### config.mk
export PLATFORM = sky130hd
export DESIGN_NAME = mem_arbiter
export DESIGN_NICKNAME = d
export VERILOG_FILES = /design/src/rtl/mem_arbiter.sv
export SDC_FILE = /design/constraint.sdc
export NUM_CORES = 1
export LEC_CHECK = 0
export CAP_MARGIN = 20
export CORE_MARGIN = 2
export CORE_UTILIZATION = 30
export CTS_CLUSTER_DIAMETER = 80
export DETAILED_ROUTE_END_ITERATION = 8
export PLACE_DENSITY = 0.61
export SYNTH_ARGS = -nofsm -noshare
export SYNTH_HDL_FRONTEND = slang
export SYNTH_SLANG_ARGS = --single-unit
### constraint.sdc
create_clock -name clk -period 1.6 [get_ports clk]
set_input_delay 0.24 -clock clk [delete_from_list [all_inputs] [get_ports clk]]
set_output_delay 0.24 -clock clk [all_outputs]
set_load 0.005 [all_outputs]
### src/rtl/mem_arbiter.sv
// -----------------------------------------------------------------------------
// mem_arbiter
//
// Purpose:
//   Two-requester arbiter and sequencer in front of a 32x8 synchronous-read
//   memory. Port A is the instruction-fetch side, port B is the load/store side.
//   One access is granted at a time. Ties go to the port that was not served
//   last (round-robin). The memory pins are driven from registers. The memory's
//   data_out arrives one cycle late; it is captured and returned to the owning
//   port together with a single-cycle valid pulse.
//
//   Sequence of one access:
//     IDLE   -> arbitration on the edge, winner latched
//     ACCESS -> gnt pulse, mem_rd or mem_wr high for exactly one cycle
//     RESP   -> (reads only) mem_data_out valid, captured on the closing edge
//   Read latency:  req sampled at edge N, gnt in cycle N+1, rvalid in cycle N+3.
//   Write throughput is one per 2 cycles. Read throughput is one per 3 cycles.
//
// Optional feature (compile-time macro MEM_ARB_WRPROT_EN):
//   A port-B write to an address <= PROT_TOP is still granted, but mem_wr is
//   held low and b_err pulses alongside b_gnt. Without the macro b_err is tied
//   low and PROT_TOP has no effect.
//
// Parameters:
//   ADDR_W    memory address width
//   DATA_W    memory data width
//   PROT_TOP  highest write-protected address for port B (macro builds only)
//
// Ports:
//   clk           system clock, rising edge
//   rst           synchronous active-high reset
//   a_req/b_req   access request, held until the matching gnt is seen
//   a_we/b_we     1 = write, 0 = read
//   a_addr/b_addr access address
//   a_wdata/b_wdata  write data
//   a_gnt/b_gnt   one-cycle pulse: request accepted
//   a_rvalid/b_rvalid  one-cycle pulse: rdata valid
//   a_rdata/b_rdata    read data, held until the port's next read returns
//   b_err         one-cycle pulse: port-B write dropped by protection
//   mem_addr, mem_data_in, mem_rd, mem_wr  registered memory controls
//   mem_data_out  memory read data (valid the cycle after mem_rd)
// -----------------------------------------------------------------------------
module mem_arbiter #(
  parameter int ADDR_W   = 5,
  parameter int DATA_W   = 8,
  parameter int PROT_TOP = 15
) (
  input  logic              clk,
  input  logic              rst,

  input  logic              a_req,
  input  logic              a_we,
  input  logic [ADDR_W-1:0] a_addr,
  input  logic [DATA_W-1:0] a_wdata,
  output logic              a_gnt,
  output logic              a_rvalid,
  output logic [DATA_W-1:0] a_rdata,

  input  logic              b_req,
  input  logic              b_we,
  input  logic [ADDR_W-1:0] b_addr,
  input  logic [DATA_W-1:0] b_wdata,
  output logic              b_gnt,
  output logic              b_rvalid,
  output logic [DATA_W-1:0] b_rdata,
  output logic              b_err,

  output logic [ADDR_W-1:0] mem_addr,
  output logic [DATA_W-1:0] mem_data_in,
  output logic              mem_rd,
  output logic              mem_wr,
  input  logic [DATA_W-1:0] mem_data_out
);

  typedef enum logic [1:0] {
    IDLE   = 2'd0,
    ACCESS = 2'd1,
    RESP   = 2'd2
  } state_t;

  // Control state
  state_t state_q, state_d;
  logic   last_b_q, last_b_d;    // 1 = port B was served most recently
  logic   owner_b_q, owner_b_d;  // 1 = current access belongs to port B
  logic   we_q, we_d;            // current access is a write

  // Registered outputs
  logic              a_gnt_q, a_gnt_d;
  logic              b_gnt_q, b_gnt_d;
  logic              a_rvalid_q, a_rvalid_d;
  logic              b_rvalid_q, b_rvalid_d;
  logic [DATA_W-1:0] a_rdata_q, a_rdata_d;
  logic [DATA_W-1:0] b_rdata_q, b_rdata_d;
  logic [ADDR_W-1:0] mem_addr_q, mem_addr_d;
  logic [DATA_W-1:0] mem_data_in_q, mem_data_in_d;
  logic              mem_rd_q, mem_rd_d;
  logic              mem_wr_q, mem_wr_d;
  logic              b_err_d;

  // Arbitration result, meaningful only in IDLE with a request present
  logic              win_b;
  logic              win_we;
  logic [ADDR_W-1:0] win_addr;
  logic [DATA_W-1:0] win_wdata;
  logic              wr_blocked;

  // B wins when it is the only requester, or on a tie when A went last.
  assign win_b     = b_req && (!a_req || !last_b_q);
  assign win_we    = win_b ? b_we    : a_we;
  assign win_addr  = win_b ? b_addr  : a_addr;
  assign win_wdata = win_b ? b_wdata : a_wdata;

`ifdef MEM_ARB_WRPROT_EN
  localparam logic [ADDR_W-1:0] PROT_TOP_A = ADDR_W'(PROT_TOP);

  // Only port-B writes into the low region are suppressed.
  assign wr_blocked = win_b && win_we && (win_addr <= PROT_TOP_A);
`else
  assign wr_blocked = 1'b0;

  // PROT_TOP only matters when protection is compiled in.
  logic unused_prot_top;
  assign unused_prot_top = (PROT_TOP < 0);
`endif

  // ---------------------------------------------------------------------------
  // Next-state and output logic
  // ---------------------------------------------------------------------------
  always_comb begin
    state_d       = state_q;
    last_b_d      = last_b_q;
    owner_b_d     = owner_b_q;
    we_d          = we_q;
    mem_addr_d    = mem_addr_q;
    mem_data_in_d = mem_data_in_q;
    a_rdata_d     = a_rdata_q;
    b_rdata_d     = b_rdata_q;
    // Pulses default low so each is high for a single cycle only.
    a_gnt_d       = 1'b0;
    b_gnt_d       = 1'b0;
    a_rvalid_d    = 1'b0;
    b_rvalid_d    = 1'b0;
    mem_rd_d      = 1'b0;
    mem_wr_d      = 1'b0;
    b_err_d       = 1'b0;

    unique case (state_q)
      IDLE: begin
        if (a_req || b_req) begin
          owner_b_d     = win_b;
          last_b_d      = win_b;
          we_d          = win_we;
          mem_addr_d    = win_addr;
          mem_data_in_d = win_wdata;
          mem_rd_d      = ~win_we;
          mem_wr_d      = win_we && !wr_blocked;
          b_err_d       = wr_blocked;
          a_gnt_d       = ~win_b;
          b_gnt_d       = win_b;
          state_d       = ACCESS;
        end
      end

      ACCESS: begin
        // Writes complete on this edge; reads wait one cycle for data_out.
        state_d = we_q ? IDLE : RESP;
      end

      RESP: begin
        if (owner_b_q) begin
          b_rdata_d  = mem_data_out;
          b_rvalid_d = 1'b1;
        end else begin
          a_rdata_d  = mem_data_out;
          a_rvalid_d = 1'b1;
        end
        state_d = IDLE;
      end

      default: state_d = IDLE;
    endcase
  end

  // ---------------------------------------------------------------------------
  // State register. Every output is registered and cleared by reset, so an
  // access in flight is simply abandoned.
  // ---------------------------------------------------------------------------
  always_ff @(posedge clk) begin
    if (rst) begin
      state_q       <= IDLE;
      last_b_q      <= 1'b1;  // A wins the first tie after reset
      owner_b_q     <= 1'b0;
      we_q          <= 1'b0;
      a_gnt_q       <= 1'b0;
      b_gnt_q       <= 1'b0;
      a_rvalid_q    <= 1'b0;
      b_rvalid_q    <= 1'b0;
      a_rdata_q     <= '0;
      b_rdata_q     <= '0;
      mem_addr_q    <= '0;
      mem_data_in_q <= '0;
      mem_rd_q      <= 1'b0;
      mem_wr_q      <= 1'b0;
    end else begin
      state_q       <= state_d;
      last_b_q      <= last_b_d;
      owner_b_q     <= owner_b_d;
      we_q          <= we_d;
      a_gnt_q       <= a_gnt_d;
      b_gnt_q       <= b_gnt_d;
      a_rvalid_q    <= a_rvalid_d;
      b_rvalid_q    <= b_rvalid_d;
      a_rdata_q     <= a_rdata_d;
      b_rdata_q     <= b_rdata_d;
      mem_addr_q    <= mem_addr_d;
      mem_data_in_q <= mem_data_in_d;
      mem_rd_q      <= mem_rd_d;
      mem_wr_q      <= mem_wr_d;
    end
  end

`ifdef MEM_ARB_WRPROT_EN
  logic b_err_q;

  always_ff @(posedge clk) begin
    if (rst) begin
      b_err_q <= 1'b0;
    end else begin
      b_err_q <= b_err_d;
    end
  end

  assign b_err = b_err_q;
`else
  logic unused_b_err;
  assign unused_b_err = b_err_d;
  assign b_err        = 1'b0;
`endif

  assign a_gnt       = a_gnt_q;
  assign b_gnt       = b_gnt_q;
  assign a_rvalid    = a_rvalid_q;
  assign b_rvalid    = b_rvalid_q;
  assign a_rdata     = a_rdata_q;
  assign b_rdata     = b_rdata_q;
  assign mem_addr    = mem_addr_q;
  assign mem_data_in = mem_data_in_q;
  assign mem_rd      = mem_rd_q;
  assign mem_wr      = mem_wr_q;

endmodule

==> flow_summary_export.csv, run 1 <==
group,metric,value,unit
status,outcome,"complete, no violations",
synthesis,yosysWarnings,0,
final_layout,drive_above_1_share,0.139,
critical_path,endpoint_kind,"output port",
pwr,max-vdd-ir-drop,0.000532,V
synthesis,yosysTopAreaCellShare,0.500,
grt,met1_usage,0.196,
placed_design,hpwl,2.93,mm
final_layout,synthToLayoutAreaGrowth,63.5,%
synthesis,synth_nets,205,
clock_network,cts_hold_buf,0,
timing,fin_skew,6.00,ps
timing,rsz0062_at_grt,"false",
final_layout,num_antenna_cells,0,
grt,grt_pass1_wl,6.89,mm
clock_network,htreeDepth,2,
critical_path,worst-setup-path-type,"reg -> out",
timing,layout_setup_ws,204,ps
critical_path,slowest_stage,"clkdlybuf4s50_1",
timing,post-route-period-util,0.872,
floorplanning,die_width,77.1,um
grt,antenna_found_initial,0,
synthesis,yosysSeqAreaShare,0.500,
synthesis,ys_types,29,
grt,track_usage,0.144,
floorplanning,placementRows,26,
critical_path,worst_setup_path_start_kind,"flop",
synthesis,yosys-top-cells-area,"dfxtp_1 50%, mux2i_1 11%, a311oi_2 7.5%",
critical_path,worst-path-max-fanout,2,
critical_path,arrival,1160,ps
clock_network,worstSkewPairLatency,290,ps
critical_path,cp_cell_sequence,"clkdlybuf4s50_1",
floorplanning,die_area,5940,um^2
synthesis,syn-cell-area,1600,um^2
clock_network,cts_tree,"done",
placed_design,dp.cells,306,
detailed_routing,vias,1416,
placed_design,dp_slack,-33.5,ps
grt,grt-busiest-layer,"met2",
synthesis,syn_area_per_cell,9.71,um^2
grt,grt_max_degree,41,
detailed_routing,via_per_inst,4.51,
timing,period_needed,1400,ps
final_layout,fin_nets,283,
final_layout,final_common_cell,"clkdlybuf4s50_1",
critical_path,critical_path_buf_inv_count,1,
final_layout,final_cell_mix,"73 x clkdlybuf4s50_1, 40 x dfxtp_1, 28 x nand2_1, 18 x nor2_1, 17 x mux2i_1",
pwr,cellLeakagePower,1.04,nW
floorplanning,die_h,77.1,um
detailed_routing,avgRoutedWirePerCell,13.4,um
clock_network,cts_resized,0,
critical_path,worstPathRequired,1360,ps
floorplanning,coreArea,5140,um^2
timing,fmax,716,MHz
synthesis,synthCells,165,
clock_network,post_cts_buffers,0,
detailed_routing,drt_iter0_markers,71,
detailed_routing,remaining_drc_errors,0,
flow_run,drv_cap,0,
timing,setup_violations,0,
timing,finalHoldViolCount,0,
floorplanning,ios,76,
placed_design,gp_congestion,0.693,
clock_network,numCtsBuffers,5,
synthesis,synth_top_area_cell,"dfxtp_1",
floorplanning,start_util,0.312,
clock_network,path_clk_slew,80,ps
critical_path,critical_path.top_delay_family,"buffers and inverters",
grt,globalRouteOverflowTotal,0,
placed_design,portBuffers,74,
grt,grt_pass1_vias,1429,
clock_network,cts-root-buf,"clkbuf_8",
final_layout,fillCellCount,530,
pwr,power_density,1040,nW/um^2
synthesis,synth-seq-cells,40,
detailed_routing,finalWirelength,4.21,mm
detailed_routing,drtPass1Iterations,4,
clock_network,numClockSinks,40,
grt,grt_util_met3,0.0294,
detailed_routing,ant_nets,0,
timing,holdWs,375,ps
critical_path,critPathMaxStageDelay,510,ps
grt,use_met2,0.230,
clock_network,clock_path_buffers,2,
timing,slew_viol_final,0,
hold_path,hold_class,"in -> reg",
final_layout,fin_cells,314,
[synth_stat cells, drive strengths merged]
cell     n
or2      1
nand2   28
nor3     3
nand3b   1
and2     1
o21ai    1
a21oi   15
nor3b    2
a21boi   1
nor4b    1
inv      1
clkbuf   5
dfxtp   40
nor2    19
nand3    1
a311oi  13
a211oi   1
a21bo    2
a31oi    1
nor2b    1
mux2i   17
buf      9
conb     1
[report_power, final]
group / internal [mW] / switching [mW] / total [mW]
Clock: 0.780 / 0.360 / 1.14
Combinational: 0.293 / 0.199 / 0.491
Sequential: 1.06 / 0.0395 / 1.10
Total: 2.14 / 0.598 / 2.73
[stage by stage]
step	TNS [ps]	power (mW)	cell area [um^2]	utilization
finish	0	2.73	2620	0.509
global route	0	2.85	2620	0.509
CTS	0	2.76	2620	0.509
detailed placement	-90.6	1.62	2460	0.479
global placement	0	1.62	2460	0.479
floorplan	0	1.35	1600	-
[worst paths after layout]
check / from / end / slack, ps / depth (start not counted)
worst min register to register: we_q / state_q[1] / 430 / 1
worst max register to register: state_q[1] / mem_addr[4] / 330 / 3
worst max-delay path: mem_data_in[6] / mem_data_in[6] / 200 / 1
worst min-delay path: rst / b_rdata[3] / 380 / 3
[state kept, by name, summed over array words and instances, names as in the netlist]
signal	flops
a_rvalid	1
we_q	1
b_rvalid	1
mem_data_in	8
state_q	2
owner_b_q	1
a_gnt	1
b_gnt	1
mem_rd	1
b_rdata	8
mem_wr	1
a_rdata	8
last_b_q	1
mem_addr	5
[worst reg2reg max path: stages, from the launching register on]
cell	delay, ps
dfxtp_1	340
nor2_2	300
and2_4	360
a311oi_2	140
[final cells by class]
cell class / instances / area (um^2) / share of cell area
sequential: 40 / 801 / 0.306
timing repair buffer: 85 / 843 / 0.322
clock buffer: 5 / 68.8 / 0.0263
multi-input combinational: 110 / 724 / 0.277
clock inverter: 3 / 90.1 / 0.0344
tap: 70 / 87.6 / 0.0334
inverter: 1 / 3.75 / 0.00143
[logic make-up after synthesis]
family / count (synthesis) / synth area share
simple gates: 58 / 0.157
buf+inv: 15 / 0.0508
flops: 40 / 0.500
compound gates: 34 / 0.184
mux: 17 / 0.106
other cells: 1 / 0.00234
[per-layer routing]
| layer | up-vias | routed length, um |
|---|---|---|
| met5 | - | 0 |
| met4 | 0 | 39 |
| met3 | 4 | 178 |
| met2 | 37 | 1980 |
| met1 | 650 | 2000 |
| li1 | 725 | - |
Power figures use the tool's default switching activity.
==> run 2, diff against run 1 <==
Settings changed: GPL_TIMING_DRIVEN from default to 1.
==> results of run 2 <==
Final layout, timing and power as in run 1 (identical DEF).
==> variant 1, RTL diff (settings of run 1) <==
The 3 states of `state_t` get a one-hot encoding in 3 bits.
--- a/src/rtl/mem_arbiter.sv
+++ b/src/rtl/mem_arbiter.sv
@@ -74,6 +74,6 @@
 
-  typedef enum logic [1:0] {
-    IDLE   = 2'd0,
-    ACCESS = 2'd1,
-    RESP   = 2'd2
+  typedef enum logic [2:0] {
+    IDLE   = 3'b001,
+    ACCESS = 3'b010,
+    RESP   = 3'b100
   } state_t;
Function: same outputs for any inputs over 10 cycles, from zero or initial values and one cycle with rst high; not proved beyond that.
==> variant 1 against run 1 <==
Utilization fell by 1.3 points; setup slack got worse by 0.15 ns; power fell by 11%; sequential cell count rose by 1; routed wire length rose by 6.4%; global-route usage rose by 0.65 points; clock skew barely moved; area after synthesis rose by 3.8%; critical path depth rose by 3; final area rose by 3.1%; critical path type is now reg -> reg; critical endpoint is now we_q; largest power group is now registers; highest routed layer unchanged.
==> variant 1: results (changes against run 1) <==
| Metric | Value |
|---|---|
| Clk_skew | 0.00621 ns (was 0.00600 ns) |
| Sequential share of the synthesized area | 49.4% (was 50.0%) |
| Worst r2r path cells | 4 (was 3) |
| Largest net degree at the start of global routing | 37 (was 41) |
| H-tree depth | 2 (unchanged) |
| R2R Setup Slk | 0.05 ns (was 0.33 ns) |
| GPL Wtd Cong | 0.802 (was 0.693) |
| DP Cell Count | 336 (was 306) |
| Syn_nets | 230 (was 205) |
| Ant. Diodes | 0 (unchanged) |
| GRT Overall Usage | 15.1% (was 14.4%) |
| Crit-path max FO | 12 (was 2) |
| Pleak | 1.01 nW (was 1.04 nW) |
| Share of layout cells above drive strength 1 | 15.4% (was 13.9%) |
| Core Box Area | 5440 sq um (was 5140 sq um) |
| CTS Buf Count | 5 (unchanged) |
| Finished Layout Cells | 345 (was 314) |
| Vias per std cell | 4.54 (was 4.51) |
| Reg-to-reg endpoint | we_q (was mem_addr[4]) |
| FFs w/ async S/R, synth | 0% (unchanged) |
| Arrival time at the worst endpoint | 1.75 ns (was 1.16 ns) |
| Clock slew at reported path FFs | 0.08 ns (about the same) |
| Post-synth cell types | 29 (unchanged) |
| Run status | completed (unchanged) |
| Mapped Cells | 190 (was 165) |
| Net Sw Frac | 26.5% (was 21.9%) |
| Layout fillers | 537 (was 530) |
| Synth top cells by count | 41 x dfxtp_1, 33 x nand2_1, 19 x a21oi_1 (was 40 x dfxtp_1, 28 x nand2_1, 18 x nor2_1) |
| Yosys warnings | 0 (unchanged) |
| Hold Path Class | reg -> reg (was in -> reg) |
| Maximum vdd drop | 524 uV (was 532 uV) |
| Routed wire per std cell | 13.0 microns (was 13.4 microns) |
| Top cells by area, synth | dfxtp_1 49%, nand2_1 7.5%, a221oi_2 7.2%, nand2b_1 6.0%, a21oi_1 5.7% (was dfxtp_1 50%, mux2i_1 11%, a311oi_2 7.5%, nand2_1 6.6%, a21oi_1 4.7%) |
| CTS max path bufs | 2 (unchanged) |
| Clock Latency Late Sink | 0.29 ns (about the same) |
| Global-route wire length before repair | 7.24 mm (was 6.89 mm) |
| Port bufs | 74 (unchanged) |
| Drt pass-1 iters | 4 (unchanged) |
| Nets | 312 (was 283) |
| HPWL after DPL | 3.22 mm (was 2.93 mm) |
| Number of global-route vias before repair | 1,503 (was 1,429) |
| 1st-iter DRT viols | 42 (was 71) |
| CP startpoint | state_q[1] (was mem_data_in[6]) |
| Pwr per Cell Area | 898 nW/um^2 (was 1040 nW/um^2) |
| Antenna violations before repair | 0 (unchanged) |
| CP endpoint kind | flip-flop (was output port) |
## variant 1: area by class of cell
cell class              instances  share of cell area, %
repair buffers                 90                   32.9
flip-flops and latches         41                   30.5
multi-input cells             119                   28.1
well taps                      72                   3.34
clock buffers                   6                   2.69
inverters                      15                   2.09
clock inverters                 2                  0.371
## variant 1: timing repair
action,in CTS,in global routing
pin swaps,0,1
resized for setup,3,6
setup endpoints to repair,2,7
hold buffers,0,0
buffers inserted,0,1
endpoints found under the hold margin,0,0
## variant 1: power groups by stage
stage          registers [W]  logic, W  clock network [W]
2_1_floorplan        0.00119  0.000241                  0
3_3_place_gp         0.00118  0.000571                  0
5_1_grt              0.00117  0.000660           0.000730
3_5_place_dp         0.00118  0.000575                  0
4_1_cts              0.00116  0.000588           0.000688
6_report             0.00116  0.000612           0.000658
## variant 1: worst min-delay path by stage
stage	start	endpoint	slack, ns	cells past startpoint
after floorplan	b_req	a_gnt	0.33	1
after global placement	we_q	state_q[2]	0.44	1
after detailed placement	we_q	state_q[2]	0.44	1
after CTS	we_q	state_q[2]	0.46	1
after global routing	we_q	state_q[2]	0.47	1
final	we_q	state_q[2]	0.45	1
## variant 1: cell families after synthesis
kind of cell,share of synthesized area [%]
flops,49.4
buf+inv,7.68
compound gates,17.5
mux,0.602
simple gates,24.6
other cells,0.226
## variant 1: worst max-delay path, stage by stage, from the launching register on
cell      delay [ns]
dfxtp_2         0.33
or3b_4          0.39
or3_4           0.36
buf_12          0.16
a221oi_2        0.22
## variant 1: layer usage
metal	vias up	global-route usage [%]	wire (microns)
met5	-	0	0
met4	0	4.21	30
met3	2	4.48	181
met2	34	24.7	2180
met1	725	19.3	2090
li1	804	-	-
## variant 1: metrics by stage
stage	utilization, %	instance area [sq um]	total power [W]	TNS, ns	worst slack (ns)
2_1_floorplan	-	1680	0.00143	-0.667	-0.0834
3_3_place_gp	47.1	2560	0.00175	-0.882	-0.0805
3_5_place_dp	47.1	2560	0.00176	-1.63	-0.175
4_1_cts	48.9	2660	0.00243	0	0.0286
5_1_grt	49.6	2700	0.00256	-0.0168	-0.00623
6_report	49.6	2700	0.00243	0	0.0514
==> variant 2, RTL diff (flow settings as in run 1) <==
Made on the original files. Set the parameter `DATA_W` to 6 (it was 8).
--- a/src/rtl/mem_arbiter.sv
+++ b/src/rtl/mem_arbiter.sv
@@ -44,3 +44,3 @@
   parameter int ADDR_W   = 5,
-  parameter int DATA_W   = 8,
+  parameter int DATA_W   = 6,
   parameter int PROT_TOP = 15
Interface: changed (6 resized); port bits go from 76 to 64. The function was not compared with the original's and may differ.
==> variant 2 against run 1 <==
Final area shrank 16%; die area shrank 13%; critical path type unchanged; sequential cell count shrank 6; setup slack lost 0.0037 ns; clock skew grew 0.0024 ns; area after synthesis shrank 14%; largest power group is now registers; power shrank 21%; register-to-register slack gained 0.06 ns; routed wire length shrank 19%; critical path depth is the same; first-iteration DRC count shrank 31%; clock power shrank 31%.
==> variant 2: results (changes against run 1) <==
| Metric | Value |
|---|---|
| Run status | completed (unchanged) |
| Post-synth cell types | 26 (was 29) |
| Clk_skew | 0.00839 ns (was 0.00600 ns) |
| Routed wire per std cell | 13.1 microns (was 13.4 microns) |
| Avg Cell Area, Syn | 9.82 sq um (was 9.71 sq um) |
| Post-synth top area share | 49.1% (was 50.0%) |
| Pleak | 0.863 nW (was 1.04 nW) |
| Layout fillers | 401 (was 530) |
| Hold Path Class | reg -> reg (was in -> reg) |
| Net Sw Frac | 22.8% (was 21.9%) |
| Sequential share of the synthesized area | 49.1% (was 50.0%) |
| Hold Crit Depth | 1 (was 3) |
| Port bufs | 62 (was 74) |
| Met2 Use GR | 23.1% (was 23.0%) |
| Synth top cells by count | 34 x dfxtp_1, 24 x nand2_1, 15 x nor2_1 (was 40 x dfxtp_1, 28 x nand2_1, 18 x nor2_1) |
| Nets | 240 (was 283) |
| Drt pass-1 iters | 3 (was 4) |
| Vias per std cell | 4.68 (was 4.51) |
| Global-route wire length before repair | 5.42 mm (was 6.89 mm) |
| DP Cell Count | 251 (was 306) |
| Share of layout cells above drive strength 1 | 15.0% (was 13.9%) |
| GR Util met3 | 4.31% (was 2.94%) |
| Syn_nets | 175 (was 205) |
| Int Power | 0.00166 W (was 0.00214 W) |
| Sequential power share | 43.7% (was 40.3%) |
| Largest net degree at the start of global routing | 35 (was 41) |
-- variant 2: cell count changes after synthesis, sizes merged, moves of 2 or more --
| cell | change |
|---|---|
| a311oi | -2 |
| nor2 | -3 |
| dfxtp | -6 |
| nand2 | -4 |
| mux2i | -4 |
| clkbuf | -2 |
-- variant 2: per-layer routing --
layer / part of all wire (%) / wire (microns) / vias up
met5: 0 / 0 / -
met4: 0.91 / 31 / 0
met3: 8.6 / 293 / 4
met2: 47 / 1610 / 54
met1: 43 / 1460 / 535
li1: - / - / 615
-- variant 2: final cells by class --
class / count / area, sq um / share of cell area [%]
sequential: 34 / 681 / 30.9
multi-input combinational: 94 / 629 / 28.6
clock inverter: 1 / 30.0 / 1.36
clock buffer: 6 / 82.6 / 3.75
timing repair buffer: 71 / 713 / 32.4
tap: 52 / 65.1 / 2.96
-- variant 2: path summary, 6_finish.rpt --
check,slack (ns),start,end
max,0.20,mem_addr[2],mem_addr[2]
min,0.45,we_q,state_q[1]
max reg2reg,0.39,state_q[0],b_rdata[1]
min reg2reg,0.45,we_q,state_q[1]
-- variant 2: per-stage QoR --
step | worst slack (ns) | TNS, ns | area [sq um] | hold slack [ns]
finish | 0.200 | 0 | 2200 | 0.447
global route | 0.161 | 0 | 2200 | 0.449
CTS | 0.182 | 0 | 2200 | 0.444
detailed placement | -0.0454 | -0.254 | 2090 | 0.427
global placement | 0.00564 | 0 | 2090 | 0.427
floorplan | 0.455 | 0 | 1390 | 0.384
-- variant 2: cell families (layout without fill, tap and decap cells) --
family,Yosys count,after routing,synth area share (%)
simple gates,50,50,16.0
buf+inv,13,78,5.42
mux,13,13,9.39
other cells,1,1,0.271
flops,34,34,49.1
compound gates,30,30,19.8
